$ cat config.mk
export PLATFORM = sky130hd
export DESIGN_NAME = fetch_redirect_unit
export DESIGN_NICKNAME = d
export VERILOG_FILES = /design/src/rtl/fetch_pkg.sv /design/src/rtl/fetch_redirect_unit.sv
export SDC_FILE = /design/constraint.sdc
export NUM_CORES = 1
export LEC_CHECK = 0
export BUFFER_PORTS_ARGS = -buffer_cell sky130_fd_sc_hd__buf_4
export CAP_MARGIN = 5
export CORE_ASPECT_RATIO = 2
export CORE_MARGIN = 1.5
export CORE_UTILIZATION = 44
export CTS_CLUSTER_SIZE = 20
export DETAILED_ROUTE_END_ITERATION = 10
export GPL_TIMING_DRIVEN = 0
export PLACE_DENSITY_LB_ADDON = 0.25
export SYNTH_ARGS = -nofsm -noshare
export SYNTH_HDL_FRONTEND = slang
export SYNTH_SLANG_ARGS = --single-unit
$ cat constraint.sdc
create_clock -name clk -period 1.6 [get_ports clk]
set_clock_uncertainty 0.1 [all_clocks]
set_input_delay 0.32 -clock clk [delete_from_list [all_inputs] [get_ports clk]]
set_output_delay 0.32 -clock clk [all_outputs]
set_load 0.05 [all_outputs]
$ cat src/rtl/fetch_pkg.sv
// Shared types and constants for the RV32I instruction-fetch front end.
package fetch_pkg;

  typedef enum logic [1:0] {
    REQ  = 2'd0,
    WAIT = 2'd1,
    HOLD = 2'd2
  } fetch_state_t;

  localparam logic [31:0] NOP_INSTR        = 32'h0000_0013;
  localparam int unsigned PC_STEP          = 4;
  localparam logic [31:0] RESET_PC_DEFAULT = 32'h0000_0000;

endpackage

$ cat src/rtl/fetch_redirect_unit.sv
// Fetch front end: PC, single outstanding imem request, decode handshake, branch redirect/squash.
// Optional FETCH_REDIRECT_CNT_EN adds redirect_cnt / squash_cnt event counters.
module fetch_redirect_unit
  import fetch_pkg::*;
#(
  parameter int unsigned          XLEN     = 32,
  parameter logic [XLEN-1:0]      RESET_PC = RESET_PC_DEFAULT
) (
  input  logic            clk,
  input  logic            rst_n,
  output logic            imem_req_valid,
  input  logic            imem_req_ready,
  output logic [XLEN-1:0] imem_req_addr,
  input  logic            imem_rsp_valid,
  input  logic [XLEN-1:0] imem_rsp_data,
  input  logic            br_valid,
  input  logic            br_taken,
  input  logic [XLEN-1:0] br_target,
  output logic            if_valid,
  input  logic            if_ready,
  output logic [XLEN-1:0] if_instr,
  output logic [XLEN-1:0] if_pc
`ifdef FETCH_REDIRECT_CNT_EN
  ,
  output logic [31:0]     redirect_cnt,
  output logic [31:0]     squash_cnt
`endif
);

  fetch_state_t    state_q, state_d;
  logic [XLEN-1:0] pc_q, pc_d;
  logic [XLEN-1:0] instr_q, instr_d;
  logic [XLEN-1:0] ipc_q, ipc_d;
  logic            kill_q, kill_d;
  logic            live_q;

  logic            redirect;
  logic            req_fire;
  logic [XLEN-1:0] target;

  assign redirect = br_valid & br_taken;
  assign target   = br_target & ~XLEN'(3);
  assign req_fire = imem_req_valid & imem_req_ready;

  // NOTE: sequential state uses non-blocking assignments so every register samples
  // pre-edge values regardless of statement order.
  always_ff @(posedge clk or negedge rst_n) begin
    if (!rst_n) begin
      state_q <= REQ;
      pc_q    <= RESET_PC;
      instr_q <= NOP_INSTR;
      ipc_q   <= RESET_PC;
      kill_q  <= 1'b0;
      live_q  <= 1'b0;
    end else begin
      state_q <= state_d;
      pc_q    <= pc_d;
      instr_q <= instr_d;
      ipc_q   <= ipc_d;
      kill_q  <= kill_d;
      live_q  <= 1'b1;
    end
  end

  // NOTE: every comb output gets a default first, so no path can infer a latch.
  always_comb begin
    state_d = state_q;
    pc_d    = pc_q;
    instr_d = instr_q;
    ipc_d   = ipc_q;
    kill_d  = kill_q;
    case (state_q)
      REQ: begin
        if (req_fire) begin
          state_d = WAIT;
          kill_d  = redirect;
        end
      end
      WAIT: begin
        if (imem_rsp_valid) begin
          if (kill_q || redirect) begin
            kill_d  = 1'b0;
            state_d = REQ;
          end else begin
            instr_d = imem_rsp_data;
            ipc_d   = pc_q;
            pc_d    = pc_q + XLEN'(PC_STEP);
            state_d = HOLD;
          end
        end else if (redirect) begin
          kill_d = 1'b1;
        end
      end
      HOLD: begin
        if (redirect || if_ready) state_d = REQ;
      end
      default: state_d = REQ;
    endcase
    // A redirect overrides any sequential PC update above.
    if (redirect) pc_d = target;
  end

  always_comb begin
    imem_req_valid = live_q && (state_q == REQ);
    imem_req_addr  = pc_q;
    if_valid       = (state_q == HOLD);
    if_instr       = instr_q;
    if_pc          = ipc_q;
  end

`ifdef FETCH_REDIRECT_CNT_EN
  logic        discard;
  logic [31:0] redirect_cnt_q, squash_cnt_q;

  assign discard = (state_q == WAIT) && imem_rsp_valid && (kill_q || redirect);

  always_ff @(posedge clk or negedge rst_n) begin
    if (!rst_n) begin
      redirect_cnt_q <= '0;
      squash_cnt_q   <= '0;
    end else begin
      if (redirect) redirect_cnt_q <= redirect_cnt_q + 32'd1;
      if (discard)  squash_cnt_q   <= squash_cnt_q + 32'd1;
    end
  end

  assign redirect_cnt = redirect_cnt_q;
  assign squash_cnt   = squash_cnt_q;
`endif

endmodule

* Word-level counts from Yosys, hierarchy flattened *
Cells that the tools add are included.

operators by class
  add/sub/neg operators = 1
  equal/unequal tests = 8
  mux-type cells = 14
  bitwise operators = 3
  reductions and logical operators = 11

operators by type and width
  operator                                             count
  two-way mux 32 bit                                   4
  adder 32 x 3 -> 32 bit, second input constant        1
  AND reduction 3 bit                                  3
  two-way mux 2 bit                                    4
  != test 2 bit, second input constant                 3
  != test 3 bit, second input constant                 2
  case mux 2 bit (3 select lines)                      1
  nonzero test 2 bit                                   3
  two-way mux 1 bit                                    4
  AND reduction 4 bit                                  1
  AND 1 bit                                            2
  equality test 2 x 1 -> 1 bit, second input constant  1
  equality test 2 bit, second input constant           1
  zero test 2 bit                                      1
  logical OR 1 bit                                     2
  != test 2 x 1 -> 1 bit, second input constant        1
  case mux 1 bit (2 select lines)                      1
  logical AND 1 bit                                    1
  inverter 1 bit                                       1

word-level totals
  flip-flop bits (word level) = 100
  output and inout bits = 98
  word-level logic and storage cells = 43

* Longest topological paths before layout *
Gate-level depths: netlist of the first run.

  depth after elaboration = 6
  mapped depth = 7
  gate-level depth less buffers = 5

* Worst setup path after synthesis of the first run *
OpenSTA, ideal clock, no wires.

  path kind = reg2reg
  start = register pc_q[8] (netlist: imem_req_addr[8])
  end = register pc_q[24] (netlist: imem_req_addr[24])
  setup time = 0.082 ns
  arrival = 1.916 ns
  setup slack = -0.498 ns
  cell stages (with the launch flop) = 7
  clock period less this slack = 2.098 ns
  cell sequence = dfrtp_1 and3_1 buf_4 nand4_4 buf_6 or4_1 a31oi_1

on the way
  word-level cells in the longest chain between the ends = 5

RTL lines
  element                   RTL line                    text
  start: declaration        fetch_redirect_unit.sv:31   logic [XLEN-1:0] pc_q, pc_d;
  start signal: assignment  fetch_redirect_unit.sv:57   pc_q <= pc_d;
  adder 32 x 3 -> 32 bit    fetch_redirect_unit.sv:87   pc_d = pc_q + XLEN'(PC_STEP);
  two-way mux 32 bit        fetch_redirect_unit.sv:81   if (kill_q || redirect) begin
  two-way mux 32 bit        fetch_redirect_unit.sv:80   if (imem_rsp_valid) begin
  two-way mux 32 bit        fetch_redirect_unit.sv:72   case (state_q)
  two-way mux 32 bit        fetch_redirect_unit.sv:100  if (redirect) pc_d = target;

Every way passes these cells. The select of a mux whose other input is x is not followed.
A chain may end at the register's enable or synchronous reset.

* Worst setup path in the final report of the first run *
  start = register kill_q
  end = register ipc_q[24] (netlist: if_pc[24])

on the way
  word-level cells in the longest chain between the ends = 3

RTL lines
  element                               RTL line                   text
  start: declaration                    fetch_redirect_unit.sv:34  logic kill_q, kill_d;
  start signal: assignment              fetch_redirect_unit.sv:60  kill_q <= kill_d;
  logical OR 1 bit                      fetch_redirect_unit.sv:81
  inverter 1 bit (no source line)       n/a
  AND reduction 3 bit (no source line)  n/a
  end signal: assignment                fetch_redirect_unit.sv:59  ipc_q <= ipc_d;
  end: declaration                      fetch_redirect_unit.sv:33  logic [XLEN-1:0] ipc_q, ipc_d;

Every way passes these cells.

==> impl_metrics.env, run 1 <==
export IMPL_instances_no_fill=739
export IMPL_num_vias=3905
export IMPL_synth_edf_count=0
export IMPL_finalWorstSetupSlack_ns=-0.304
export IMPL_dpl_cell_count=662
export IMPL_design_area_um2=7020
export IMPL_leakage_nw=3.19
export IMPL_syn_avg_cell_area_um2=11.8
export IMPL_synth_top_area_share_pct=53.9
export IMPL_fin_crit_sh_pct=119
export IMPL_critPathCaptureType="flop"
export IMPL_insertion_delay_ns=0.34
export IMPL_post_drt_wl_per_cell_um=18.2
export IMPL_place_area_um2=5870
export IMPL_grt_use_met2_pct=45.5
export IMPL_fin_setup_tns_ns=-21.58
export IMPL_hold_path_class="in2reg"
export IMPL_globalRouteMet3Util_pct=3.81
export IMPL_cts_buffers=9
export IMPL_crit_buf_inv=3
export IMPL_synth_commonest_cells="dfrtp_1, mux2_2, nand2_1"
export IMPL_hold_viol_final=0
export IMPL_synth_ff_type="dfrtp_1"
export IMPL_synth_top_area_cell="dfrtp_1"
export IMPL_comb_power_share_pct=52.9
export IMPL_clkSlewWorstSetupHoldPaths_ns=0.06
export IMPL_dp_hpwl_um=8630
export IMPL_place_gp_congestion=0.821
export IMPL_switching_share_pct=45.9
export IMPL_p_per_area_nw_per_um2=1850
export IMPL_cpMaxStageDelayCell="dfrtp_1"
export IMPL_synth_cell_type_count=35
export IMPL_htree_levels=3
export IMPL_die_h_um=143
export IMPL_antenna_found_initial=0
export IMPL_p_int_w=0.00703
export IMPL_maxClockFrequency_ghz=0.525
export IMPL_grt_busiest_layer="met2"
export IMPL_initial_core_util_pct=44.8
export IMPL_seq_power_share_pct=30.5
export IMPL_cts_tree="done"
export IMPL_ys_top_cells_by_area="dfrtp_1, mux2_2, nand2_1, a31oi_1, or4_1"
export IMPL_n_antenna_cell=0
export IMPL_cts_sinks=96
export IMPL_p_sw_w=0.00596
export IMPL_wirelength_um=13400
export IMPL_rsz0062_at_grt="true"
export IMPL_cpPeakStageDelay_ns=0.38
export IMPL_met1_usage_pct=23.0
export IMPL_grt_total_usage_pct=23.4
export IMPL_crit_type="reg2reg"
export IMPL_setup_worst_path_start_class="flop"
export IMPL_final_nets=674
export IMPL_syn2layout_area_growth_pct=62.8
export IMPL_core_area_um2=9640
export IMPL_finalSetupViolations=93
export IMPL_yosys_warnings=0
export IMPL_worstMarginPinSlew_ns=0.637
export IMPL_ios=169
export IMPL_cts_root_buffer="clkbuf_16"
export IMPL_synth_seq_cells=96
export IMPL_worstPathMaxFanout=5
export IMPL_synth_most_common_cell="dfrtp_1"
export IMPL_grt_pass1_wl_um=18500
export IMPL_failed_checks="setup timing"
export IMPL_detail_route_antenna_nets=0
export IMPL_grt_max_degree=97
export IMPL_clockBufferDepth=2
export IMPL_port_buffers=162
export IMPL_worst_ep_arrival_time_ns=2.03
export IMPL_die_area_um2=10400
export IMPL_die_x_um=73.0
export IMPL_async_flop_share_pct=100
export IMPL_clkPwrFrac_pct=16.6
export IMPL_run_status="finished, violations left"
export IMPL_crit_path_cell_trace="and4bb_4 -> buf_12 -> buf_4 -> nand2_8 -> clkbuf_16 -> mux2_2"
export IMPL_ys_seq_area_share_pct=55.8
export IMPL_drive_above_1_share_pct=62.8
export IMPL_via_per_inst=5.28
export IMPL_drc=0
export IMPL_crit_family="buffers and inverters"
export IMPL_first_pass_iters=4
export IMPL_drt_iter0_markers=198
export IMPL_slew_headroom_pct=57.5
export IMPL_rows=51
export IMPL_drv_slew=0
export IMPL_required_ns=1.72
export IMPL_grt_pass1_vias=3830
export IMPL_grt_overflow_total=0
export IMPL_cap_violations=0
export IMPL_synthCells=365
export IMPL_min_period_ns=1.90
export IMPL_vdd_drop_max_mv=1.28
export IMPL_syn_area_um2=4310
[power groups by stage]
| stage | registers, W | clock network (W) | logic [W] |
|---|---|---|---|
| after floorplan | 0.00712 | 0 | 0.00121 |
| after CTS | 0.00397 | 0.00219 | 0.00661 |
| after global placement | 0.00399 | 0 | 0.00626 |
| after detailed placement | 0.00405 | 0 | 0.00635 |
| final | 0.00396 | 0.00216 | 0.00687 |
| after global routing | 0.00406 | 0.00230 | 0.00714 |
[worst reg2reg max path: stages (launching register included)]
cell	delay, ns
dfrtp_1	0.38
and4bb_4	0.37
buf_12	0.12
buf_4	0.21
nand2_8	0.12
clkbuf_16	0.23
mux2_2	0.27
[path summary, 6_finish.rpt]
| check | slack (ns) | cells after the start | to | from |
|---|---|---|---|---|
| worst max-delay path | -0.30 | 6 | if_pc[24]$_DFFE_PN0P_ | kill_q$_DFFE_PN0P_ |
| worst min-delay path | 0.09 | 3 | imem_req_addr[5]$_DFFE_PN0P_ | br_target[5] |
| worst max register to register | -0.30 | 6 | if_pc[24]$_DFFE_PN0P_ | kill_q$_DFFE_PN0P_ |
| worst min register to register | 0.39 | 2 | if_pc[16]$_DFFE_PN0P_ | if_pc[16]$_DFFE_PN0P_ |
| max in group asynchronous | 0.33 | 3 | if_instr[0]$_DFFE_PN1P_ | rst_n |
| min in group asynchronous | 0.36 | 2 | if_instr[13]$_DFFE_PN0P_ | rst_n |
[placed cells by master, fill, tap and decap left out, types with 3 or more instances in the layout]
cell type	Yosys	routed
a31oi_1	18	17
or3_1	8	8
dfrtp_2	0	29
mux2_2	61	61
clkbuf_1	9	8
o31ai_2	0	3
or4_4	0	3
buf_8	0	7
buf_6	1	12
nor2_1	21	20
dfstp_2	3	3
or4_1	13	10
dfrtp_1	93	64
nand4_1	8	8
clkinv_4	0	3
and3_4	0	4
xor2_1	7	7
conb_1	2	5
and2_1	5	4
buf_4	7	204
nand4_4	1	3
nand3_2	0	5
buf_12	0	3
a21oi_1	3	3
and3_1	9	5
o21ai_0	17	5
clkbuf_16	0	15
o31ai_1	11	8
and4_4	0	3
nand2_1	31	28
nand3_1	10	3
o21ai_1	0	12
[cell families (layout without fill, tap and decap cells)]
family,count (synthesis),after routing,synth area share (%)
simple gates,118,120,15.3
flops,96,96,55.8
mux,61,61,15.9
compound gates,53,53,7.60
buf+inv,25,262,3.13
xor+xnor,9,9,1.83
other cells,2,5,0.174
fa+ha+maj,1,1,0.290
[registers in the layout (all words and copies together), names as in the netlist]
| signal | count |
|---|---|
| imem_req_addr | 30 |
| kill_q | 1 |
| live_q | 1 |
| state_q | 2 |
| if_instr | 32 |
| if_pc | 30 |
[routing by layer]
metal  share of wire [%]  routed length, µm
met4                 3.4                462
met5                   0                  0
met1                  34               4590
met2                  58               7840
met3                 4.1                550
[through the flow]
step	power [W]	hold WS (ns)	utilization, %	setup slack [ns]
finish	0.0130	0.0851	72.9	-0.304
detailed placement	0.0104	0.380	61.0	-0.447
global route	0.0135	0.104	72.9	-0.323
global placement	0.0102	0.370	61.0	-0.398
CTS	0.0128	0.0822	68.2	-0.297
floorplan	0.00833	-0.0756	-	-0.323
[what timing repair did]
| item | 4_1_cts | 5_1_grt |
|---|---|---|
| endpoints found under the setup margin | 88 | 95 |
| resized for setup | 47 | 23 |
| pin swaps | 20 | 14 |
| hold buffers | 0 | 1 |
| setup buffers | 25 | 26 |
| endpoints found under the hold margin | 0 | 28 |
| cloned | 2 | 9 |
[area by class of cell]
cell class	count	area, µm²
clock buffer	11	233
fill	701	2610
tap	132	165
clock inverter	5	65.1
sequential	96	2440
buffer	21	196
multi-input combinational	249	2020
inverter	2	7.51
timing repair buffer	223	1890
Power figures use the tool's default switching activity.
==> run 2, diff against run 1 <==
SETUP_SLACK_MARGIN = 0.4   (was unset)
==> impl_metrics.env, run 2 (synthesis results as in run 1) <==
export IMPL_worstMarginPinSlew_ns=0.903
export IMPL_wirelength_um=14300
export IMPL_failed_checks="hold timing, setup timing"
export IMPL_grt_overflow_total=0
export IMPL_initial_core_util_pct=44.8
export IMPL_die_h_um=143
export IMPL_final_nets=704
export IMPL_crit_buf_inv=2
export IMPL_cts_root_buffer="clkbuf_16"
export IMPL_crit_path_cell_trace="and4bb_4 -> buf_8 -> buf_8 -> nand2_1 -> or4_1 -> a31oi_1"
export IMPL_core_area_um2=9640
export IMPL_clkSlewWorstSetupHoldPaths_ns=0.07
export IMPL_grt_pass1_vias=4150
export IMPL_first_pass_iters=4
export IMPL_layout_common_cells="buf_4, buf_6, dfrtp_1"
export IMPL_vdd_drop_max_mv=1.20
export IMPL_num_vias=4143
export IMPL_via_per_inst=5.39
export IMPL_cts_buffers=9
export IMPL_grt_max_degree=97
export IMPL_hold_viol_final=28
export IMPL_dpl_cell_count=662
export IMPL_cpMaxStageDelayCell="dfrtp_2"
export IMPL_grt_total_usage_pct=25.6
export IMPL_htree_levels=3
export IMPL_holdWs_ns=-0.0618
export IMPL_crit_type="reg2reg"
export IMPL_critPathCaptureType="flop"
export IMPL_crit_family="simple AND/OR/NAND/NOR gates"
export IMPL_worst_ep_arrival_time_ns=2.10
export IMPL_fin_crit_sh_pct=123
export IMPL_run_status="finished, violations left"
export IMPL_leakage_nw=3.51
export IMPL_detail_route_antenna_nets=0
export IMPL_min_period_ns=1.96
export IMPL_finalSetupViolations=94
export IMPL_cts_sinks=96
export IMPL_port_buffers=162
export IMPL_antenna_found_initial=0
export IMPL_n_antenna_cell=0
export IMPL_setup_worst_path_start_class="flop"
export IMPL_grt_pass1_wl_um=20200
export IMPL_hold_path_class="in2async"
export IMPL_insertion_delay_ns=0.35
export IMPL_critPathMostFrequentCell="buf_8"
export IMPL_cts_hold_buf=0
export IMPL_die_area_um2=10400
export IMPL_worstPathMaxFanout=5
export IMPL_place_gp_congestion=0.839
export IMPL_required_ns=1.74
export IMPL_instances_no_fill=769
export IMPL_cts_tree="done"
export IMPL_die_x_um=73.0
export IMPL_cpPeakStageDelay_ns=0.41
export IMPL_design_area_um2=7760
export IMPL_rsz0062_at_grt="true"
export IMPL_rows=51
export IMPL_nFillCells=553
export IMPL_post_drt_wl_per_cell_um=18.6
export IMPL_drv_slew=0
export IMPL_drc=0
export IMPL_drt_iter0_markers=233
export IMPL_maxClockFrequency_ghz=0.510
export IMPL_finalWorstSetupSlack_ns=-0.362
export IMPL_dp_hpwl_um=8730
export IMPL_cap_violations=0
export IMPL_ios=169
export IMPL_slew_headroom_pct=39.8
export IMPL_largest_reg_flops=32
export IMPL_syn2layout_area_growth_pct=80.0
export IMPL_clockBufferDepth=2
export IMPL_drive_above_1_share_pct=65.9
export IMPL_mostFrequentLayoutCell="buf_4"
export IMPL_p_per_area_nw_per_um2=1850
export IMPL_place_area_um2=5910
[run 2: changes by cell type in the layout (fill, tap and decap cells not counted), moves of 3 or more]
| cell | change |
|---|---|
| buf_8 | +32 |
| clkbuf_16 | -3 |
| clkinv_4 | -3 |
| o21ai_0 | -3 |
| nand3_2 | -3 |
| buf_6 | +82 |
| buf_4 | -82 |
[run 2: layout make-up]
cell class / instances / area, µm² / area share, %
inverters: 2 / 10.0 / 0.129
multi-input cells: 248 / 2020 / 26.0
clock inverters: 5 / 37.5 / 0.483
repair buffers: 252 / 2610 / 33.6
plain buffers: 23 / 228 / 2.93
well taps: 132 / 165 / 2.13
flip-flops and latches: 96 / 2440 / 31.5
clock buffers: 11 / 253 / 3.25
[run 2: path summary, 6_finish.rpt]
| kind | cells after the start | from | slack (ns) | endpoint |
|---|---|---|---|---|
| worst max-delay path | 6 | state_q[1]$_DFFE_PN0P_ | -0.36 | imem_req_addr[21]$_DFFE_PN0P_ |
| worst min-delay path | 1 | rst_n | -0.06 | if_pc[15]$_DFFE_PN0P_ |
| worst max register to register | 6 | state_q[1]$_DFFE_PN0P_ | -0.36 | imem_req_addr[21]$_DFFE_PN0P_ |
| worst min register to register | 1 | if_instr[19]$_DFFE_PN0P_ | 0.43 | if_instr[19]$_DFFE_PN0P_ |
| max in group asynchronous | 1 | rst_n | 0.76 | imem_req_addr[18]$_DFFE_PN0P_ |
| min in group clk | 3 | br_target[8] | 0.08 | imem_req_addr[8]$_DFFE_PN0P_ |
[run 2: stage by stage]
stage	power (W)	hold slack [ns]	utilization, %	setup TNS (ns)	setup slack, ns
floorplan	0.00837	-0.0756	-	-3.33	-0.289
global placement	0.0103	0.375	61.3	-13.33	-0.391
detailed placement	0.0104	0.393	61.3	-15.47	-0.426
CTS	0.0137	0.0114	74.8	-20.25	-0.306
global route	0.0149	0.0420	80.6	-25.43	-0.398
finish	0.0143	-0.0618	80.6	-22.09	-0.362
[run 2: per-layer routing]
metal | vias up | wire (µm) | global-route usage, %
met1 | 2069 | 4840 | 26.2
met4 | 0 | 463 | 13.0
met5 | - | 0 | 0
met2 | 172 | 8370 | 47.8
met3 | 34 | 641 | 4.45
li1 | 1868 | - | -
[run 2: power breakdown]
group          leakage [nW]  internal, W  switching (W)  total, W
logic                  2.27      0.00346        0.00460   0.00806
clock network         0.139      0.00115       0.000964   0.00211
registers              1.10      0.00339       0.000765   0.00416
total                  3.51      0.00800        0.00633    0.0143
[run 2: what timing repair did]
| action | CTS | global route |
|---|---|---|
| gates cloned | 4 | 3 |
| endpoints found under the setup margin | 218 | 188 |
| gates resized for setup | 160 | 45 |
| buffers inserted | 43 | 41 |
| hold endpoints to repair | 0 | 0 |
| pin swaps | 25 | 15 |
